File: src/rtl/pipe_stage_reg.sv
// pipe_stage_reg
//   Generic inter-stage pipeline register (D/E, E/M, M/W). Carries an opaque
//   payload together with PC, branch-delay flag, exception code and a valid
//   bit. Supports hold (stall), plain bubble, PC-keeping bubble and exception
//   redirect, and provides optional saturating bubble/hold counters.
//
// Ports
//   clk         stage clock, rising edge
//   reset       asynchronous active-high reset
//   in_data     payload from previous stage (opaque)
//   in_pc       PC from previous stage
//   in_bd       branch-delay-slot flag from previous stage
//   in_exc      exception code from previous stage (0 = none)
//   in_valid    previous stage holds a real instruction
//   hold        keep current contents
//   flush       bubble, PC/bd forced to RESET_PC / 0
//   flush_keep  bubble that inherits in_pc / in_bd
//   req         exception/interrupt redirect
//   stat_clr    synchronous clear of both counters
//   out_*       registered copies of the fields above
//   bubble_cnt  bubbles inserted since last clear (saturating)
//   hold_cnt    hold cycles since last clear (saturating)
module pipe_stage_reg #(
  parameter int          DATA_W     = 128,
  parameter int          PC_W       = 32,
  parameter int          EXC_W      = 5,
  parameter logic [31:0] EXC_VECTOR = 32'h0000_4180,
  parameter logic [31:0] RESET_PC   = 32'h0000_0000,
  parameter int          CNT_W      = 16,
  parameter bit          STATS_EN   = 1'b1
) (
  input  logic              clk,
  input  logic              reset,
  input  logic [DATA_W-1:0] in_data,
  input  logic [PC_W-1:0]   in_pc,
  input  logic              in_bd,
  input  logic [EXC_W-1:0]  in_exc,
  input  logic              in_valid,
  input  logic              hold,
  input  logic              flush,
  input  logic              flush_keep,
  input  logic              req,
  input  logic              stat_clr,
  output logic [DATA_W-1:0] out_data,
  output logic [PC_W-1:0]   out_pc,
  output logic              out_bd,
  output logic [EXC_W-1:0]  out_exc,
  output logic              out_valid,
  output logic [CNT_W-1:0]  bubble_cnt,
  output logic [CNT_W-1:0]  hold_cnt
);

  localparam logic [PC_W-1:0] EXC_PC = PC_W'(EXC_VECTOR);
  localparam logic [PC_W-1:0] RST_PC = PC_W'(RESET_PC);

  function automatic logic [CNT_W-1:0] sat_inc(input logic [CNT_W-1:0] c);
    return (c == {CNT_W{1'b1}}) ? c : c + CNT_W'(1);
  endfunction

  logic [DATA_W-1:0] data_nxt;
  logic [PC_W-1:0]   pc_nxt;
  logic              bd_nxt;
  logic [EXC_W-1:0]  exc_nxt;
  logic              vld_nxt;
  logic              ld_en;

  logic [DATA_W-1:0] data_p1;
  logic [PC_W-1:0]   pc_p1;
  logic              bd_p1;
  logic [EXC_W-1:0]  exc_p1;
  logic              vld_p1;

  logic              bubble_win;
  logic              hold_win;

  // Priority: req > flush > flush_keep > hold > load
  always_comb begin
    data_nxt = in_data;
    pc_nxt   = in_pc;
    bd_nxt   = in_bd;
    exc_nxt  = in_exc;
    vld_nxt  = in_valid;
    ld_en    = 1'b1;
    if (req) begin
      data_nxt = '0;
      exc_nxt  = '0;
      vld_nxt  = 1'b0;
      // A stall bubble in the same cycle keeps EPC/BD pointing at the
      // stalled instruction instead of the vector.
      if (flush_keep) begin
        pc_nxt = in_pc;
        bd_nxt = in_bd;
      end else begin
        pc_nxt = EXC_PC;
        bd_nxt = 1'b0;
      end
    end else if (flush) begin
      data_nxt = '0;
      exc_nxt  = '0;
      vld_nxt  = 1'b0;
      pc_nxt   = RST_PC;
      bd_nxt   = 1'b0;
    end else if (flush_keep) begin
      data_nxt = '0;
      exc_nxt  = '0;
      vld_nxt  = 1'b0;
    end else if (hold) begin
      ld_en = 1'b0;
    end
  end

  assign bubble_win = !req && (flush || flush_keep);
  assign hold_win   = hold && !req && !flush && !flush_keep;

  // Stage register p1
  always_ff @(posedge clk or posedge reset) begin
    if (reset) begin
      data_p1 <= '0;
      pc_p1   <= RST_PC;
      bd_p1   <= 1'b0;
      exc_p1  <= '0;
      vld_p1  <= 1'b0;
    end else if (ld_en) begin
      data_p1 <= data_nxt;
      pc_p1   <= pc_nxt;
      bd_p1   <= bd_nxt;
      exc_p1  <= exc_nxt;
      vld_p1  <= vld_nxt;
    end
  end

  assign out_data  = data_p1;
  assign out_pc    = pc_p1;
  assign out_bd    = bd_p1;
  assign out_exc   = exc_p1;
  assign out_valid = vld_p1;

  generate
    if (STATS_EN) begin : g_stats
      logic [CNT_W-1:0] bubble_cnt_p1;
      logic [CNT_W-1:0] hold_cnt_p1;

      always_ff @(posedge clk or posedge reset) begin
        if (reset) begin
          bubble_cnt_p1 <= '0;
          hold_cnt_p1   <= '0;
        end else if (stat_clr) begin
          bubble_cnt_p1 <= '0;
          hold_cnt_p1   <= '0;
        end else begin
          if (bubble_win) bubble_cnt_p1 <= sat_inc(bubble_cnt_p1);
          if (hold_win)   hold_cnt_p1   <= sat_inc(hold_cnt_p1);
        end
      end

      assign bubble_cnt = bubble_cnt_p1;
      assign hold_cnt   = hold_cnt_p1;
    end else begin : g_no_stats
      logic unused_stats;
      assign unused_stats = stat_clr ^ bubble_win ^ hold_win;
      assign bubble_cnt   = '0;
      assign hold_cnt     = '0;
    end
  endgenerate

endmodule

File: config.mk
export PLATFORM = sky130hd
export DESIGN_NAME = pipe_stage_reg
export DESIGN_NICKNAME = d
export VERILOG_FILES = /design/src/rtl/pipe_stage_reg.sv
export SDC_FILE = /design/constraint.sdc
export NUM_CORES = 1
export LEC_CHECK = 0
export CAP_MARGIN = 20
export CORE_AREA = 2 2 144 146
export DETAILED_ROUTE_END_ITERATION = 7
export DIE_AREA = 0 0 146 148
export PLACE_DENSITY_LB_ADDON = 0.12
export SETUP_SLACK_MARGIN = 0.3
export SYNTH_ARGS = -nofsm -noshare
export SYNTH_HDL_FRONTEND = slang
export SYNTH_SLANG_ARGS = --single-unit
export TNS_END_PERCENT = 5
File: constraint.sdc
create_clock -name clk -period 9 [get_ports clk]
set_input_delay 1.35 -clock clk [delete_from_list [all_inputs] [get_ports clk]]
set_output_delay 1.35 -clock clk [all_outputs]
set_load 0.01 [all_outputs]
[Word level (Yosys, flattened, before mapping)]
Index checks and enable logic that the tools add are counted.
Widths: inputs -> output; s select.
Word-level totals
  bits in registers: 199
  input bits: 174
Cells by class
  add/sub/neg operators: 2
  eq/ne operators: 4
  multiplexer cells: 25
  reductions and logical operators: 12
Operators by type and width (number)
  $mux 128: 3
  $mux 16: 6
  $mux 32: 3
  $add 16x1->16 const B: 2
  $eq 16x16->1 const B: 2
  $mux 5: 3
  $mux 1: 10
  $logic_and 1x1->1: 4
  $ne 2x2->1 const B: 2
  $reduce_and 2->1: 2
  $reduce_bool 2->1: 2
  $logic_not 1->1: 3
  $logic_or 1x1->1: 1

[Logic depth before layout (Yosys ltp)]
Gate-level depths: netlist of the first run.
  word-level depth: 6
  mapped depth: 7

[Worst setup path before layout of the first run]
Ideal clock, no wire load.
  path kind: in2reg
  from: input flush
  to: register g_stats.hold_cnt_p1[13], in the netlist hold_cnt[13]
  library setup time: 0.125 ns
  arrival time: 2.828 ns
  data required time: 8.875 ns
  setup slack: 6.047 ns
  cell stages on the path: 6
  path buffers: 2
  cell sequence: buf_2 nor4b_4 nand3_1 clkbuf_1 nor4_1 mux2_2
On the way
  longest elaborated chain between the ends: 5
Ends and longest elaborated chain
  start: declaration: RTL line 40  | input logic flush,
  $logic_not 1->1: RTL line 113  | assign hold_win = hold && !req && !flush && !flush_keep;
  $logic_and 1x1->1 (2 in a row): RTL line 113
  $reduce_bool 2->1 (no line)
  $reduce_and 2->1 (no line)
  end signal: assignment: RTL line 152  | if (hold_win) hold_cnt_p1 <= sat_inc(hold_cnt_p1);
  end: declaration: RTL line 141  | logic [CNT_W-1:0] hold_cnt_p1;
No other way between the ends.
A chain may end at the register's enable or synchronous reset.

[Final worst setup path of the first run]
  from: input hold
  to: register g_stats.hold_cnt_p1[13], in the netlist hold_cnt[13]
On the way
  longest elaborated chain between the ends: 5
Ends and longest elaborated chain
  start: declaration: RTL line 39  | input logic hold,
  $logic_and 1x1->1 (3 in a row): RTL line 113
  $reduce_bool 2->1 (no line)
  $reduce_and 2->1 (no line)
No other way between the ends.

==> results_dict.tcl, run 1 <==
set metrics [dict create \
    nets 1240 \
    synth_edf_count 0 \
    antenna_found_initial 2 \
    status "finished clean" \
    path_clk_slew_ns 0.08 \
    gp_congestion 0.798 \
    syn-cell-area_um2 8320 \
    die_y_um 148 \
    cap_violations 0 \
    clock_latency_ns 0.43 \
    firstDrtPassIters 5 \
    cts-resized-gates 0 \
    synth_area_per_cell_um2 11.7 \
    vias 6875 \
    period_needed_ns 3.55 \
    synth_ff_type "dfrtp_1" \
    grt-ovfl-total 0 \
    hpwl_mm 17.8 \
    area_growth_pct 54.8 \
    wl_per_cell_um 18.8 \
    yosysWarnings 0 \
    clock-sinks 199 \
    crit_fanout 77 \
    fin_ws_ns 5.45 \
    vias_per_cell 5.10 \
    period_share_pct 39.4 \
    fill_cells 1674 \
    min_path_type "reg -> reg" \
    cp-end-kind "register" \
    cp-startpoint "hold" \
    grtUsageTotal_pct 23.0 \
    synthCells 712 \
    irDropWorstVdd_mv 0.123 \
    power.leakage_nw 5.69 \
    yosysTopAreaCell "dfrtp_1" \
    die_area_um2 21600 \
    synth_nets 888 \
    grt_pass1_vias 6603 \
    cp-start-kind "input port" \
    drc 0 \
    synth_seq_cells 199 \
    power.density_nw_per_um2 151 \
    rows 52 \
    fin_tns_setup_ns 0 \
    cts_root_buf "clkbuf_16" \
    worst_slew_pin_slew_ns 1.04 \
    wirelength_mm 25.3 \
    core-area_um2 20000 \
    cts_buffers 17 \
    cts_buffer_depth 2 \
    rsz0062_at_grt "no" \
    start_util_pct 41.5 \
    ios 373 \
    synth_most_common_cell "dfrtp_1" \
    finalClockSkew_ns 0.0141 \
    cts_setup_buffers 0 \
    grt_pass1_wl_mm 38.8 \
    final_util_pct 64.2 \
    port_buffers 372 \
    worst_ep_arrival_time_ns 3.88 \
    finalSetupViolations 0 \
    synthArstFlopShare_pct 100 \
    synth_common_cells "dfrtp_1 (199), nor2_1 (145), mux2i_1 (135)" \
    finalMaxSlewViolations 0 \
    cts_max_level 4 \
    hold_violations 0 \
    r2r-start "bubble_cnt[8]$_DFFE_PP0P_" \
    yosysTopAreaCellShare_pct 59.9 \
    layout-drive-gt1-share_pct 4.55 \
    cts_tree "built" \
    dpl_worst_slack_ns 4.97 \
    die_w_um 146 \
    synth.area.top_cells "dfrtp_1 (60%), mux2i_1 (16%), nor2_1 (6.5%)" \
    hold_path_startpoint "out_pc[21]$_DFFE_PP0P_" \
    maxClockFrequency_mhz 282 \
    antenna_left 0 \
    final_cells 1349 \
    grt_max_degree 142 \
    worstSetupPathType "in -> reg" \
    yosysUniqueCellTypes 36 \
    drt-initial-drc-count 373 \
    cts-hold-fix-buffers 0 \
    worstPathRequired_ns 9.33 \
    place_inst 1315 \
    ys_seq_area_share_pct 59.9 \
    maxSlewHeadroom_pct 30.4 \
]
[worst paths after layout]
| check | to | slack, ns | depth (start not counted) |
|---|---|---|---|
| worst min register to register | out_pc[21]$_DFFE_PP0P_ | 0.50 | 1 |
| worst max register to register | bubble_cnt[0]$_DFFE_PP0P_ | 6.84 | 4 |
| max in group asynchronous | out_data[26]$_DFFE_PP0P_ | 6.06 | 3 |
| worst max-delay path | hold_cnt[13]$_DFFE_PP0P_ | 5.45 | 6 |
| min in group asynchronous | out_pc[23]$_DFFE_PP0P_ | 1.55 | 2 |
| worst min-delay path | out_pc[21]$_DFFE_PP0P_ | 0.50 | 1 |
[layer usage]
metal	up-vias	global-route usage [%]	wire [um]
met2	268	38.1	12500
met4	0	8.35	671
met3	37	5.06	1620
li1	3236	-	-
met5	-	0	0
met1	3334	30.0	10500
[layout make-up]
class	count	area [um2]	share of cell area, %
clock buffers	20	457	3.55
well taps	270	338	2.63
diodes	2	5.00	0.0389
inverters	5	26.3	0.204
flip-flops and latches	199	4980	38.7
multi-input cells	462	3150	24.5
clock inverters	12	131	1.02
repair buffers	379	3780	29.4
[placed cells by master, fill, tap and decap left out, types with 3 or more instances in the layout]
cell / instances
clkdlybuf4s50_1: 371
nand4_1: 9
o31ai_1: 12
nand2_1: 15
or3_1: 11
inv_1: 4
mux2i_1: 135
or4_1: 14
inv_6: 5
nand3_1: 11
a21oi_1: 26
clkinv_4: 4
mux2_2: 3
a22o_1: 30
o41ai_1: 4
o21bai_1: 5
nor4_1: 4
nor2b_1: 3
o311ai_0: 3
inv_8: 3
dfrtp_1: 199
and4_1: 3
clkbuf_16: 17
nor2_1: 145
o21ai_0: 11
buf_4: 7
[power breakdown]
group          internal [mW]  leakage, nW  switching (mW)  total, mW
combinational          0.142         2.68           0.103      0.246
clock                  0.408        0.290           0.365      0.773
sequential             0.916         2.72          0.0134      0.929
total                   1.47         5.69           0.482       1.95
[critical path, cell delays in order]
cell	delay (ns)
buf_6	0.66
nor4b_4	0.34
buf_4	0.40
nand3_1	0.37
nor4_1	0.37
mux2_2	0.36
[per-stage QoR]
step           area [um2]  total power [mW]  hold slack, ns
2_1_floorplan        8320              1.05           0.544
6_report            12900              1.95           0.504
3_5_place_dp        12300              1.19           0.490
4_1_cts             12900              1.97           0.510
5_1_grt             12900              2.02           0.520
3_3_place_gp        12300              1.19           0.487
[cells by family after synthesis]
family	synth area share, %
fa+ha+maj	0.301
buf+inv	2.36
flops	59.9
mux	16.7
compound gates	8.16
simple gates	12.6
[flip-flops by register name, indices dropped and copies added, names as in the netlist]
register and count:
bubble_cnt 16, out_bd 1, out_pc 32, hold_cnt 16
out_exc 5, out_valid 1, out_data 128
(Power assumes the default switching activity.)
==> inputs of run 2 (changes only) <==
==> constraint.sdc (replaced) <==
create_clock -name clk -period 3.3 [get_ports clk]
set_input_delay 0.495 -clock clk [delete_from_list [all_inputs] [get_ports clk]]
set_output_delay 0.495 -clock clk [all_outputs]
set_load 0.01 [all_outputs]
==> run 2 against run 1 <==
Net effect:
- total power grew to 2.7 times the previous value
- combinational power grew to 2.7 times the previous value
- via count is 0.49% lower
- clock skew is 0.0038 ns lower
- clock power grew to 2.6 times the previous value
- clock-buffer cell count is 1 higher
- routed wire length is 1.1% lower
- sequential share of layout area is 0.13 points lower
- critical path depth stayed put
- final cell count hardly changed
- worst hold slack better by 0.0031 ns
==> results_dict.tcl, run 2 (synthesized netlist as in run 1, its figures left out) <==
set metrics [dict create \
    vias_per_cell 5.07 \
    path_clk_slew_ns 0.07 \
    min_path_type "reg -> reg" \
    finalClockSkew_ns 0.0103 \
    cts_buffer_depth 2 \
    most-common-layout-cells "clkdlybuf4s50_1 (371), dfrtp_1 (199), nor2_1 (145)" \
    worst_ep_arrival_time_ns 2.71 \
    final_cells 1350 \
    fin_area_um2 12900 \
    worstPathRequired_ns 3.64 \
    area_growth_pct 55.3 \
    holdPathStages 1 \
    cp_cell_sequence "clkdlybuf4s50_1 > nor4b_4 > buf_4 > nand3_1 > or4_1 > a21oi_1" \
    power.leakage_nw 5.71 \
    layout-drive-gt1-share_pct 4.63 \
    die_area_um2 21600 \
    power.density_nw_per_um2 406 \
    irDropWorstVdd_mv 0.365 \
    period_share_pct 71.7 \
    switching_share_pct 24.1 \
    hold_violations 0 \
    nets 1243 \
    crit_path_top_delay_cell "clkdlybuf4s50_1" \
    cp-start-kind "input port" \
    cts_root_buf "clkbuf_16" \
    critical_path.max_stage_delay_ns 0.58 \
    vias 6841 \
    p_switching_mw 1.26 \
    drt-initial-drc-count 346 \
    core-area_um2 20000 \
    cts_buffers 17 \
    wirelength_mm 25.0 \
    fin_tns_setup_ns 0 \
    worst_slew_pin_slew_ns 0.882 \
    ios 373 \
    place_area_um2 12300 \
    diodes 0 \
    grtUsageTotal_pct 23.3 \
    dpl_worst_slack_ns 0.500 \
    status "finished clean" \
    clock-sinks 199 \
    wl_per_cell_um 18.5 \
    holdPathEnd "out_pc[25]$_DFFE_PP0P_" \
    start_util_pct 41.5 \
    reg2reg_setup_slack_ns 0.97 \
    crit_fanout 34 \
    combPwrFrac_pct 12.8 \
    drc 0 \
    worstRegToRegCells 6 \
    die_y_um 148 \
    fin_ws_ns 0.934 \
    r2r-start "hold_cnt[0]$_DFFE_PP0P_" \
    r2r_end "hold_cnt[13]$_DFFE_PP0P_" \
    period_needed_ns 2.37 \
    maxSlewHeadroom_pct 41.2 \
    grt_max_degree 136 \
    maxClockFrequency_mhz 423 \
    cts-resized-gates 0 \
    rsz0062_at_grt "no" \
    p_int_mw 3.97 \
    die_w_um 146 \
    layout_commonest_cell "clkdlybuf4s50_1" \
    hold_path_startpoint "out_pc[25]$_DFFE_PP0P_" \
    place_inst 1318 \
    rows 52 \
    largest_reg_flops 128 \
    clock_latency_ns 0.42 \
    hold_ws_ns 0.507 \
    finalMaxSlewViolations 0 \
    port_buffers 372 \
    cts_tree "built" \
    seqPwrFrac_pct 48.4 \
    cts-hold-fix-buffers 0 \
    hpwl_mm 17.8 \
    antenna_left 0 \
    firstDrtPassIters 5 \
    antenna_found_initial 0 \
    clock_power_share_pct 38.8 \
    grt_pass1_vias 6773 \
    gp_congestion 0.817 \
    cts_max_level 4 \
    finalSetupViolations 0 \
    cp-end-kind "register" \
    grt-ovfl-total 0 \
    cap_violations 0 \
    worstSetupPathType "in -> reg" \
    grt_pass1_wl_mm 39.8 \
    cts_setup_buffers 0 \
]
-- run 2: through the flow --
step                      util (%)  power [mW]
after global placement        61.6        3.25
after CTS                     64.4        5.30
after floorplan                  -        2.85
final                         64.4        5.24
after global routing          64.4        5.45
after detailed placement      61.6        3.26
-- run 2: worst max-delay path by stage --
stage / start / end / slack (ns) / cells after the start
finish: flush / hold_cnt[12]$_DFFE_PP0P_ / 0.93 / 6
global route: flush / hold_cnt[12]$_DFFE_PP0P_ / 0.74 / 6
CTS: flush / hold_cnt[12]$_DFFE_PP0P_ / 0.96 / 6
detailed placement: flush / hold_cnt[12]$_DFFE_PP0P_ / 0.50 / 6
global placement: flush / hold_cnt[12]$_DFFE_PP0P_ / 0.54 / 6
floorplan: reset / bubble_cnt[0]$_DFFE_PP0P_ / 0.23 / 1
-- run 2: worst max-delay path, delay by kind of cell --
kind | cells | cell delay (ns)
AOI/OAI and AO/OA | 1 | 0.15
buffers and inverters | 2 | 0.97
and+or+nand+nor | 3 | 1.09
-- run 2: layout make-up --
| type | count | area [um2] |
|---|---|---|
| Timing Repair Buffer | 382 | 3850 |
| Sequential cell | 199 | 4980 |
| Multi-Input combinational cell | 462 | 3150 |
| Fill cell | 1675 | 7130 |
| Clock buffer | 21 | 450 |
| Tap cell | 270 | 338 |
| Clock inverter | 11 | 116 |
| Inverter | 5 | 22.5 |
-- run 2: power groups by stage --
stage | clock network, mW | logic [mW] | registers (mW)
after global placement | 0 | 0.675 | 2.58
after CTS | 2.08 | 0.682 | 2.53
after floorplan | 0 | 0.244 | 2.61
after detailed placement | 0 | 0.678 | 2.58
final | 2.03 | 0.672 | 2.53
after global routing | 2.18 | 0.726 | 2.54
-- run 2: metal layers --
layer	up-vias	share of wire, %	routed length, um	GRT usage, %
met5	-	0	0	0
met4	0	2.3	563	7.18
met3	34	6.3	1570	5.71
met2	232	49	12200	38.3
met1	3347	42	10600	30.9
li1	3228	-	-	-
==> inputs of run 3 (changes only) <==
--- a/config.mk
+++ b/config.mk
@@ -6,9 +6,8 @@
 export NUM_CORES = 1
 export LEC_CHECK = 0
 export CAP_MARGIN = 20
-export CORE_AREA = 2 2 144 146
+export CORE_UTILIZATION = 38
 export DETAILED_ROUTE_END_ITERATION = 7
-export DIE_AREA = 0 0 146 148
 export PLACE_DENSITY_LB_ADDON = 0.12
 export SETUP_SLACK_MARGIN = 0.3
 export SYNTH_ARGS = -nofsm -noshare
==> constraint.sdc (replaced) <==
create_clock -name clk -period 1.9 [get_ports clk]
set_input_delay 0.285 -clock clk [delete_from_list [all_inputs] [get_ports clk]]
set_output_delay 0.285 -clock clk [all_outputs]
set_load 0.01 [all_outputs]
==> run 3 against run 2 <==
Net effect:
- die area rose by 4.0%
- via count up 4.0%
- first-iteration DRC count is 7.8% lower
- cell area up 6.1%
- worst hold slack got worse by 0.30 ns
- critical path type is now reg -> reg
- total power rose by 77%
- clock-buffer cell count down 1
- final cell count increased by 5.6%
- flip-flop and latch count unchanged
- largest power group unchanged
==> results_dict.tcl, run 3 (synthesized netlist as in run 1, its figures left out) <==
set metrics [dict create \
    power.density_nw_per_um2 677 \
    cts_tree "built" \
    cp-start-kind "register" \
    irDropWorstVdd_mv 0.585 \
    die_w_um 150 \
    nets 1312 \
    r2r_end "bubble_cnt[15]$_DFFE_PP0P_" \
    drc 0 \
    crit_fanout 5 \
    min_path_type "in -> async" \
    firstDrtPassIters 4 \
    start_util_pct 39.2 \
    grt-ovfl-total 0 \
    period_share_pct 95.3 \
    reg2reg_setup_slack_ns 0.09 \
    vias_per_cell 4.99 \
    cap_violations 0 \
    die_area_um2 22500 \
    path_clk_slew_ns 0.08 \
    hold_violations 0 \
    worst_ep_arrival_time_ns 2.16 \
    worstSetupPathType "reg -> reg" \
    status "finished clean" \
    grt_max_degree 71 \
    grtUsageTotal_pct 22.4 \
    cts_buffers 17 \
    die_y_um 150 \
    final_util_pct 64.6 \
    rows 53 \
    drt-initial-drc-count 319 \
    wl_per_cell_um 18.2 \
    maxSlewHeadroom_pct 66.8 \
    rsz0062_at_grt "yes" \
    area_growth_pct 64.8 \
    largest_reg_flops 128 \
    layout-drive-gt1-share_pct 12.9 \
    grt_pass1_vias 6926 \
    crit_end "bubble_cnt[15]$_DFFE_PP0P_" \
    cp-startpoint "bubble_cnt[0]$_DFFE_PP0P_" \
    power.leakage_nw 6.19 \
    antenna_found_initial 2 \
    cp-end-kind "register" \
    cts_root_buf "clkbuf_16" \
    finalClockSkew_ns 0.0152 \
    grt_pass1_wl_mm 38.5 \
    gp_congestion 0.814 \
    period_needed_ns 1.81 \
    worstPathRequired_ns 2.25 \
    layout_commonest_cell "clkdlybuf4s50_1" \
    clock-sinks 199 \
    worst_slew_pin_slew_ns 0.493 \
    cts_buffer_depth 2 \
    core-area_um2 21200 \
    hpwl_mm 18.5 \
    ios 373 \
    cts_max_level 4 \
    antenna_left 0 \
    worstRegToRegCells 5 \
    clock_latency_ns 0.43 \
    vias 7115 \
    finalSetupViolations 0 \
    hold_ws_ns 0.205 \
    port_buffers 372 \
    most-common-layout-cells "clkdlybuf4s50_1 (363), dfrtp_1 (193), nor2_1 (145)" \
    r2r-start "bubble_cnt[0]$_DFFE_PP0P_" \
    maxClockFrequency_mhz 553 \
    finalMaxSlewViolations 0 \
    wirelength_mm 26.0 \
]
run 3: routing by layer:
layer	part of all wire [%]	track usage (%)	routed length, um
met1	41	27.8	10700
met2	50	38.0	13000
met3	6.3	4.73	1640
met4	2.5	8.69	650
met5	0	0	0
run 3: layout make-up:
cell class | instances | area [um2]
multi-input cells | 462 | 3300
inverters | 5 | 22.5
flip-flops and latches | 199 | 4990
fillers | 1791 | 7520
clock buffers | 20 | 457
well taps | 275 | 344
repair buffers | 451 | 4450
diodes | 2 | 5.00
clock inverters | 12 | 134
run 3: critical path, cell delays in order, from the launching register on:
cell,delay [ns]
dfrtp_1,0.37
buf_6,0.12
nand2_2,0.05
or4_4,0.55
or4_1,0.52
a21oi_1,0.13
run 3: worst min path at each step:
| stage | from | cells after the start | endpoint |
|---|---|---|---|
| 6_report | reset | 2 | out_pc[15]$_DFFE_PP0P_ |
| 3_5_place_dp | out_pc[9]$_DFFE_PP0P_ | 1 | out_pc[9]$_DFFE_PP0P_ |
| 3_3_place_gp | out_pc[23]$_DFFE_PP0P_ | 1 | out_pc[23]$_DFFE_PP0P_ |
| 4_1_cts | reset | 2 | out_pc[15]$_DFFE_PP0P_ |
| 5_1_grt | reset | 2 | out_pc[15]$_DFFE_PP0P_ |
| 2_1_floorplan | in_bd | 1 | out_bd$_DFFE_PP0P_ |
run 3: what timing repair did:
action,in CTS,in global routing
pin swaps,13,10
hold buffers,0,0
setup buffers,10,8
resized for setup,26,25
setup endpoints to repair,228,244
gates cloned,0,2
run 3: stage by stage:
step / area [um2] / worst slack (ns) / setup TNS, ns / std cells / total power, mW
final: 13700 / 0.0901 / 0 / 1426 / 9.28
after global routing: 13700 / 0.0432 / 0 / 1425 / 9.65
after CTS: 13500 / 0.0921 / 0 / 1414 / 9.39
after detailed placement: 12800 / -0.427 / -8.07 / 1372 / 5.71
after global placement: 12800 / -0.418 / -7.68 / 1372 / 5.71
after floorplan: 8320 / -0.959 / -191.43 / 712 / 4.95
run 3: report_power, final:
part	total, mW	internal, mW	leakage (nW)	switching, mW
clock network	3.64	1.93	0.285	1.71
logic	1.25	0.740	3.19	0.509
registers	4.39	4.34	2.71	0.0577
total	9.28	7.01	6.19	2.28
